===== src/rtl/arm_fetch_pkg.sv =====
// rtl/arm_fetch_pkg.sv - shared types and constants for the ARM fetch stage
package arm_fetch_pkg;

    typedef struct packed {
        logic [31:0] instr;
        logic [31:0] pc;
    } fetch_entry_t;

    localparam int WORD_BYTES     = 4;
    localparam int PC_READ_OFFSET = 8;

endpackage


===== src/rtl/fetch_buffer.sv =====
// rtl/fetch_buffer.sv - in-order FIFO of fetched {instr, pc} entries; flush beats push
module fetch_buffer
    import arm_fetch_pkg::*;
#(
    parameter int DEPTH = 2
) (
    input  logic                   clk,
    input  logic                   reset,
    input  logic                   push,
    input  logic                   pop,
    input  logic                   flush,
    input  fetch_entry_t           din,
    output logic [$clog2(DEPTH):0] count,
    output logic                   full,
    output logic                   empty,
    output fetch_entry_t           head
);

    localparam int AW = $clog2(DEPTH);

    fetch_entry_t   mem [DEPTH];
    logic [AW-1:0]  rd_ptr;
    logic [AW-1:0]  wr_ptr;
    logic           do_push;
    logic           do_pop;

    assign full  = (count == ($clog2(DEPTH)+1)'(DEPTH));
    assign empty = (count == '0);
    assign head  = mem[rd_ptr];

    // A push into a full buffer is only legal when the head leaves in the same cycle.
    assign do_pop  = pop && !empty && !flush;
    assign do_push = push && !flush && (!full || do_pop);

    always_ff @(posedge clk or posedge reset) begin
        if (reset) begin
            rd_ptr <= '0;
            wr_ptr <= '0;
            count  <= '0;
            for (int i = 0; i < DEPTH; i++) begin
                mem[i] <= '0;
            end
        end else if (flush) begin
            rd_ptr <= '0;
            wr_ptr <= '0;
            count  <= '0;
        end else begin
            if (do_push) begin
                mem[wr_ptr] <= din;
                wr_ptr      <= wr_ptr + 1'b1;
            end
            if (do_pop) begin
                rd_ptr <= rd_ptr + 1'b1;
            end
            case ({do_push, do_pop})
                2'b10:   count <= count + 1'b1;
                2'b01:   count <= count - 1'b1;
                default: count <= count;
            endcase
        end
    end

endmodule


===== src/rtl/fetch_unit.sv =====
// rtl/fetch_unit.sv - ARM fetch stage: pc, ROM access, fetch buffer, redirect flush
// Optional FETCH_PERF_EN adds perf_fetched / perf_flushes counters.
module fetch_unit
    import arm_fetch_pkg::*;
#(
    parameter logic [31:0] RESET_PC = 32'h0000_0000,
    parameter int          DEPTH    = 2
) (
    input  logic        clk,
    input  logic        reset,
    output logic [31:0] imem_addr,
    input  logic [31:0] imem_rd,
    input  logic        redirect,
    input  logic [31:0] redirect_pc,
    output logic        instr_valid,
    input  logic        instr_ready,
    output logic [31:0] instr,
    output logic [31:0] instr_pc,
    output logic [31:0] instr_pc_plus8
`ifdef FETCH_PERF_EN
    ,
    output logic [31:0] perf_fetched,
    output logic [31:0] perf_flushes
`endif
);

    logic [31:0]            pc;
    logic                   pop;
    logic                   fetch;
    logic [$clog2(DEPTH):0] buf_count;
    logic                   buf_full;
    logic                   buf_empty;
    fetch_entry_t           buf_head;
    fetch_entry_t           buf_din;

    assign instr_valid = (buf_count != '0);
    assign pop         = !buf_empty && instr_ready;
    assign fetch       = !redirect && (!buf_full || pop);

    assign imem_addr      = pc;
    assign buf_din        = '{instr: imem_rd, pc: pc};
    assign instr          = buf_head.instr;
    assign instr_pc       = buf_head.pc;
    assign instr_pc_plus8 = buf_head.pc + 32'(PC_READ_OFFSET);

    always_ff @(posedge clk or posedge reset) begin
        if (reset) begin
            pc <= RESET_PC & ~32'h3;
        end else if (redirect) begin
            pc <= redirect_pc & ~32'h3;
        end else if (fetch) begin
            pc <= pc + 32'(WORD_BYTES);
        end
    end

    fetch_buffer #(
        .DEPTH (DEPTH)
    ) u_buf (
        .clk   (clk),
        .reset (reset),
        .push  (fetch),
        .pop   (pop),
        .flush (redirect),
        .din   (buf_din),
        .count (buf_count),
        .full  (buf_full),
        .empty (buf_empty),
        .head  (buf_head)
    );

`ifdef FETCH_PERF_EN
    always_ff @(posedge clk or posedge reset) begin
        if (reset) begin
            perf_fetched <= '0;
            perf_flushes <= '0;
        end else begin
            if (fetch) begin
                perf_fetched <= perf_fetched + 32'd1;
            end
            if (redirect) begin
                perf_flushes <= perf_flushes + 32'd1;
            end
        end
    end
`endif

endmodule

===== config.mk =====
export PLATFORM = sky130hd
export DESIGN_NAME = fetch_unit
export DESIGN_NICKNAME = d
export VERILOG_FILES = /design/src/rtl/arm_fetch_pkg.sv /design/src/rtl/fetch_buffer.sv /design/src/rtl/fetch_unit.sv
export SDC_FILE = /design/constraint.sdc
export NUM_CORES = 1
export LEC_CHECK = 0
export ABC_CLOCK_PERIOD_IN_PS = 6000
export BUFFER_PORTS_ARGS = -buffer_cell sky130_fd_sc_hd__buf_2
export CAP_MARGIN = 10
export CORE_ASPECT_RATIO = 0.9
export CORE_UTILIZATION = 47
export CTS_BUF_LIST = sky130_fd_sc_hd__clkbuf_8
export CTS_CLUSTER_SIZE = 28
export DETAILED_ROUTE_END_ITERATION = 16
export MAX_ROUTING_LAYER = met4
export PLACE_DENSITY_LB_ADDON = 0.12
export SYNTH_ARGS = -nofsm -noshare
export SYNTH_HDL_FRONTEND = slang
export SYNTH_SLANG_ARGS = --single-unit

===== constraint.sdc =====
create_clock -name clk -period 6 [get_ports clk]
set_clock_uncertainty 0.15 [all_clocks]
set_input_delay 0.6 -clock clk [delete_from_list [all_inputs] [get_ports clk]]
set_output_delay 0.6 -clock clk [all_outputs]
set_load 0.02 [all_outputs]

* Word level (Yosys, flattened, before mapping) *
Cells that the tools add are included.

storage, ports and cells
  register bits = 164
  input port bits = 68
  word-level logic and storage cells = 56

cells by class
  $add $sub $neg = 6
  $lt $le $gt $ge = 3
  equality and inequality tests = 3
  multiplexer cells = 14
  bitwise gates (word level) = 3
  reductions and logical operators = 19

operators with widths
  cell                                                      number
  two-way mux 64 bit                                        4
  bitwise mux 128 bit                                       1
  demux 64 bit (select 1 bit)                               1
  two-way mux 32 bit                                        2
  adder 32 x 3 -> 32 bit, second input constant             1
  adder 32 x 4 -> 32 bit, second input constant             1
  nonzero test 2 bit                                        4
  logical AND 1 bit                                         7
  equality test 2 bit, second input constant                2
  greater-or-equal comparator 2 bit, second input constant  2
  two-way mux 1 bit                                         4
  inverter 1 -> 2 bit                                       2
  one-hot mux 2 bit (2 select lines)                        1
  zero test 1 bit                                           3
  nonzero test 3 bit                                        1
  adder 1 bit, second input constant                        2
  adder 2 x 1 -> 2 bit, second input constant               1
  equality test 2 x 1 -> 1 bit, second input constant       1
  zero test 2 bit                                           1
  logical OR 1 bit                                          2
  < comparator 2 x 1 -> 1 bit, second input constant        1
  two-way mux 2 bit                                         1
  AND reduction 2 bit                                       1
  subtractor 2 x 1 -> 2 bit, second input constant          1
  inverter 1 bit                                            1

* Logic depth before layout (Yosys ltp) *
  depth in word-level cells = 10
  depth in mapped cells = 13
  gate-level depth less buffers = 7

* By module *
A second synthesis with hierarchy kept.

unflattened totals
  cells, all modules = 674
  area total of the unflattened synthesis = 8,413.1 um^2

by module, submodules not included
  module        times used  cells an instance  area each (um^2)  seq. area each (um^2)
  fetch_buffer  1           368                5,935.7           3,303.2
  fetch_unit    1           306                2,477.4           750.7

* Worst setup path after synthesis *
No wires, ideal clock.

  kind = reg-to-output
  start point = register u_buf.rd_ptr
  end point = output port instr_pc_plus8[11]
  arrival = 3.114 ns
  data required time = 5.250 ns
  path slack = 2.136 ns
  stages on the path, launching flop included = 13
  buffers on the path = 6
  cells stage by stage = dfrtp_1 > buf_6 > buf_2 > buf_2 > buf_2 > buf_2 > mux2i_1 > inv_1 > ha_1 > nor2b_1 > and2_1 > clkbuf_1 > xnor2_1

between the ends
  word-level cells in the longest chain between the ends = 5

ends and longest elaborated chain
  item                                                    line                source
  start, declared                                         fetch_buffer.sv:22  logic [AW-1:0] rd_ptr;
  start signal, assigned                                  fetch_buffer.sv:53  rd_ptr <= rd_ptr + 1'b1;
  inverter 1 -> 2 bit (not written as such)               fetch_buffer.sv:29  assign head = mem[rd_ptr];
  two-way mux 64 bit (not written as such) (3 in series)  fetch_buffer.sv:29
  via instr_pc[3]                                         fetch_unit.sv:18    output logic [31:0] instr_pc,
  adder 32 x 4 -> 32 bit                                  fetch_unit.sv:44    assign instr_pc_plus8 = buf_head.pc + 32'(PC_READ_OFFSET);
  end, declared                                           fetch_unit.sv:19    output logic [31:0] instr_pc_plus8

The timed path passes the listed nets, and every way through them passes these cells. The select of a mux whose other input is x is not followed.

* Worst setup path after layout *
  start point = register u_buf.rd_ptr
  end point = output port instr_pc_plus8[29]

between the ends
  word-level cells in the longest chain between the ends = 5

ends and longest elaborated chain
  item                                                    line
  inverter 1 -> 2 bit (not written as such)               fetch_buffer.sv:29
  two-way mux 64 bit (not written as such) (3 in series)  fetch_buffer.sv:29
  adder 32 x 4 -> 32 bit                                  fetch_unit.sv:44

No other way between the ends. The select of a mux whose other input is x is not followed.

==> impl_metrics.json <==
{
  "cts_tree": "yes",
  "synth_area_leaders": "dfrtp_1 49%, mux2_2 25%, xnor2_1 3.3%",
  "die_w_um": 139.8,
  "rows": 44,
  "period_needed_ns": 4.363,
  "end_kind": "output pin",
  "core_area_sq_um": 16410,
  "ctsHtreeMaxLevel": 4,
  "ys_warn_count": 0,
  "route.met3.wl_um": 792,
  "drt_iter0_drc": 215,
  "start_util_pct": 48.96,
  "yosys-top-cells-count": "180 x mux2_2, 158 x dfrtp_1, 55 x nand2_1, 30 x xnor2_1, 29 x xor2_1",
  "tns_ns": 0,
  "holdBufCountCts": 0,
  "cp-start-kind": "flip-flop",
  "syn_inst": 663,
  "grt_max_degree": 104,
  "vias": 5702,
  "dp_worst_setup_slack_ns": 2.020,
  "max_freq_ghz": 0.2292,
  "drv_cap": 0,
  "wl_met2_mm": 8.774,
  "ys_types": 45,
  "first_pass_iters": 4,
  "top_layer": "met4",
  "slew_headroom_pct": 38.15,
  "fillers": 1410,
  "grt-ovfl-total": 0,
  "yosysMostFrequentCell": "mux2_2",
  "crit_fanout": 54,
  "multi_input_area_sq_um": 3829,
  "ys_seq_elements": 158,
  "layout_setup_ws_ns": 1.637,
  "synthArstFlopShare_pct": 100.0,
  "ctsRootBufferMaster": "clkbuf_8",
  "grt_pass1_wl_mm": 29.73,
  "detail-route-antenna-nets": 0,
  "avgSynthCellArea_sq_um": 12.12,
  "wl_per_cell_um": 17.15,
  "numClockSinks": 158,
  "yosysSeqAreaShare_pct": 49.22,
  "hpwl_mm": 12.64,
  "required_ns": 5.25,
  "vdd_drop_max_v": 0.0002757,
  "post_cts_buffers": 0,
  "die_area_sq_um": 17620,
  "path_clk_slew_ns": 0.09,
  "seqCellArea_sq_um": 3958,
  "place_area_sq_um": 9096,
  "grt_use_total_pct": 22.29,
  "fin_crit_sh_pct": 72.71,
  "yosysTopAreaCell": "dfrtp_1",
  "synth_top_area_share_pct": 49.22,
  "finalMaxSlewViolations": 0,
  "cts_repair_resize_count": 0,
  "clock_latency_ns": 0.45,
  "ios": 197,
  "drc_errors": 0,
  "hp-class": "primary input to async pin",
  "drive_above_1_share_pct": 48.71,
  "antenna_found_initial": 1,
  "wl_met1_mm": 8.412,
  "synth_edf_count": 0,
  "path_class": "flip-flop to output pin",
  "grt_pass1_vias": 5751,
  "setup_viol": 0,
  "final_nets": 913,
  "outcome": "complete, no violations",
  "p_per_area_nw_per_um2": 543.9,
  "leakagePower_nw": 4.276,
  "port_buffers": 188,
  "finalWirelength_mm": 18.21,
  "area_delta_synth_final_pct": 18.32,
  "synth_flop_cell": "dfrtp_1",
  "rsz0062_at_grt": "no",
  "die_h_um": 126.0,
  "fin_area_sq_um": 9504,
  "cts_made_buffers": 17,
  "cts_buffer_depth": 2,
  "critPathArrivalTime_ns": 3.61,
  "syn_area_sq_um": 8033,
  "worstMarginPinSlew_ns": 0.9277,
  "place_congestion": 0.8333,
  "finalHoldViolations": 0,
  "vias_per_cell": 5.369
}
## path summary, 6_finish.rpt
kind / startpoint / to / slack, ns / cells after the start
worst max-delay path: u_buf.rd_ptr$_DFFE_PP0P_ / instr_pc_plus8[29] / 1.64 / 7
worst min-delay path: reset / u_buf.mem[62]$_DFFE_PP0P_ / 0.20 / 2
worst max register to register: u_buf.count[0]$_DFFE_PP0P_ / u_buf.mem[26]$_DFFE_PP0P_ / 2.85 / 7
worst min register to register: u_buf.mem[92]$_DFFE_PP0P_ / u_buf.mem[92]$_DFFE_PP0P_ / 0.36 / 1
max in group asynchronous: reset / u_buf.mem[97]$_DFFE_PP0P_ / 4.22 / 3
min in group clk: redirect_pc[3] / imem_addr[3]$_DFFE_PP0P_ / 0.20 / 3
## registers in the layout (all words and copies together) (netlist names)
| signal | cells |
|---|---|
| u_buf.wr_ptr | 1 |
| imem_addr | 30 |
| u_buf.count | 2 |
| u_buf.mem | 124 |
| u_buf.rd_ptr | 1 |
## cell type report
class / instances / area share, %
antenna: 1 / 0.02633
clock buffer: 18 / 2.607
clock inverter: 14 / 1.659
inverter: 14 / 0.6056
multi-input combinational: 455 / 40.28
sequential: 158 / 41.64
tap: 207 / 2.725
timing repair buffer: 195 / 10.45
## kinds of logic after synthesis
family | Yosys count | synth area share [%]
fa+ha+maj | 4 | 0.6231
flops | 158 | 49.22
xor+xnor | 59 | 6.433
other cells | 1 | 0.04668
buf+inv | 55 | 3.458
simple gates | 152 | 10.22
compound gates | 44 | 3.520
mux | 190 | 26.48
## per-layer routing
layer,global-route usage [%],vias to the layer above
met5,-,-
met4,7.046,0
met3,4.449,19
met2,35.24,157
met1,28.89,2828
li1,-,2698
## where the power goes
part           total [mW]  internal (mW)  switching (mW)
logic                2.47           1.13            1.34
clock network       0.808          0.388           0.420
registers            1.89           1.52           0.369
## layout by cell type (no fill, tap or decap), types with 2 or more instances in the layout
master / instances
a21o_1: 3
a21oi_1: 3
a22oi_1: 2
and2_1: 3
and3_1: 8
and4_1: 3
buf_2: 188
buf_4: 7
bufinv_16: 2
clkbuf_8: 18
clkinv_4: 3
clkinvlp_4: 3
conb_1: 6
dfrtp_1: 157
ha_1: 4
inv_1: 13
inv_6: 6
mux2_2: 180
mux2i_1: 10
nand2_1: 55
nand2b_1: 2
nand3_1: 11
nand3b_1: 3
nand4_1: 27
nand4b_1: 6
nor2_1: 16
nor2b_1: 4
nor3_1: 3
nor3b_1: 2
nor4_1: 4
o21ai_0: 28
xnor2_1: 30
xor2_1: 29
## worst max-delay path, cell delays in order, from the launching register on
cell      delay [ns]
dfrtp_4         0.90
buf_4           0.53
mux2i_1         0.22
a211oi_1        0.35
nand4_1         0.42
nor3b_1         0.36
xor2_1          0.17
buf_2           0.19
## through the flow
step | cells | power, mW | util (%) | hold WS [ns]
CTS | 1061 | 5.229 | 57.92 | 0.1743
global route | 1062 | 5.489 | 57.93 | 0.1845
global placement | 1029 | 4.331 | 55.45 | 0.3330
finish | 1062 | 5.169 | 57.93 | 0.1962
floorplan | 668 | 3.680 | - | 0.3227
detailed placement | 1029 | 4.411 | 55.45 | 0.3401
Power figures use the tool's default switching activity.
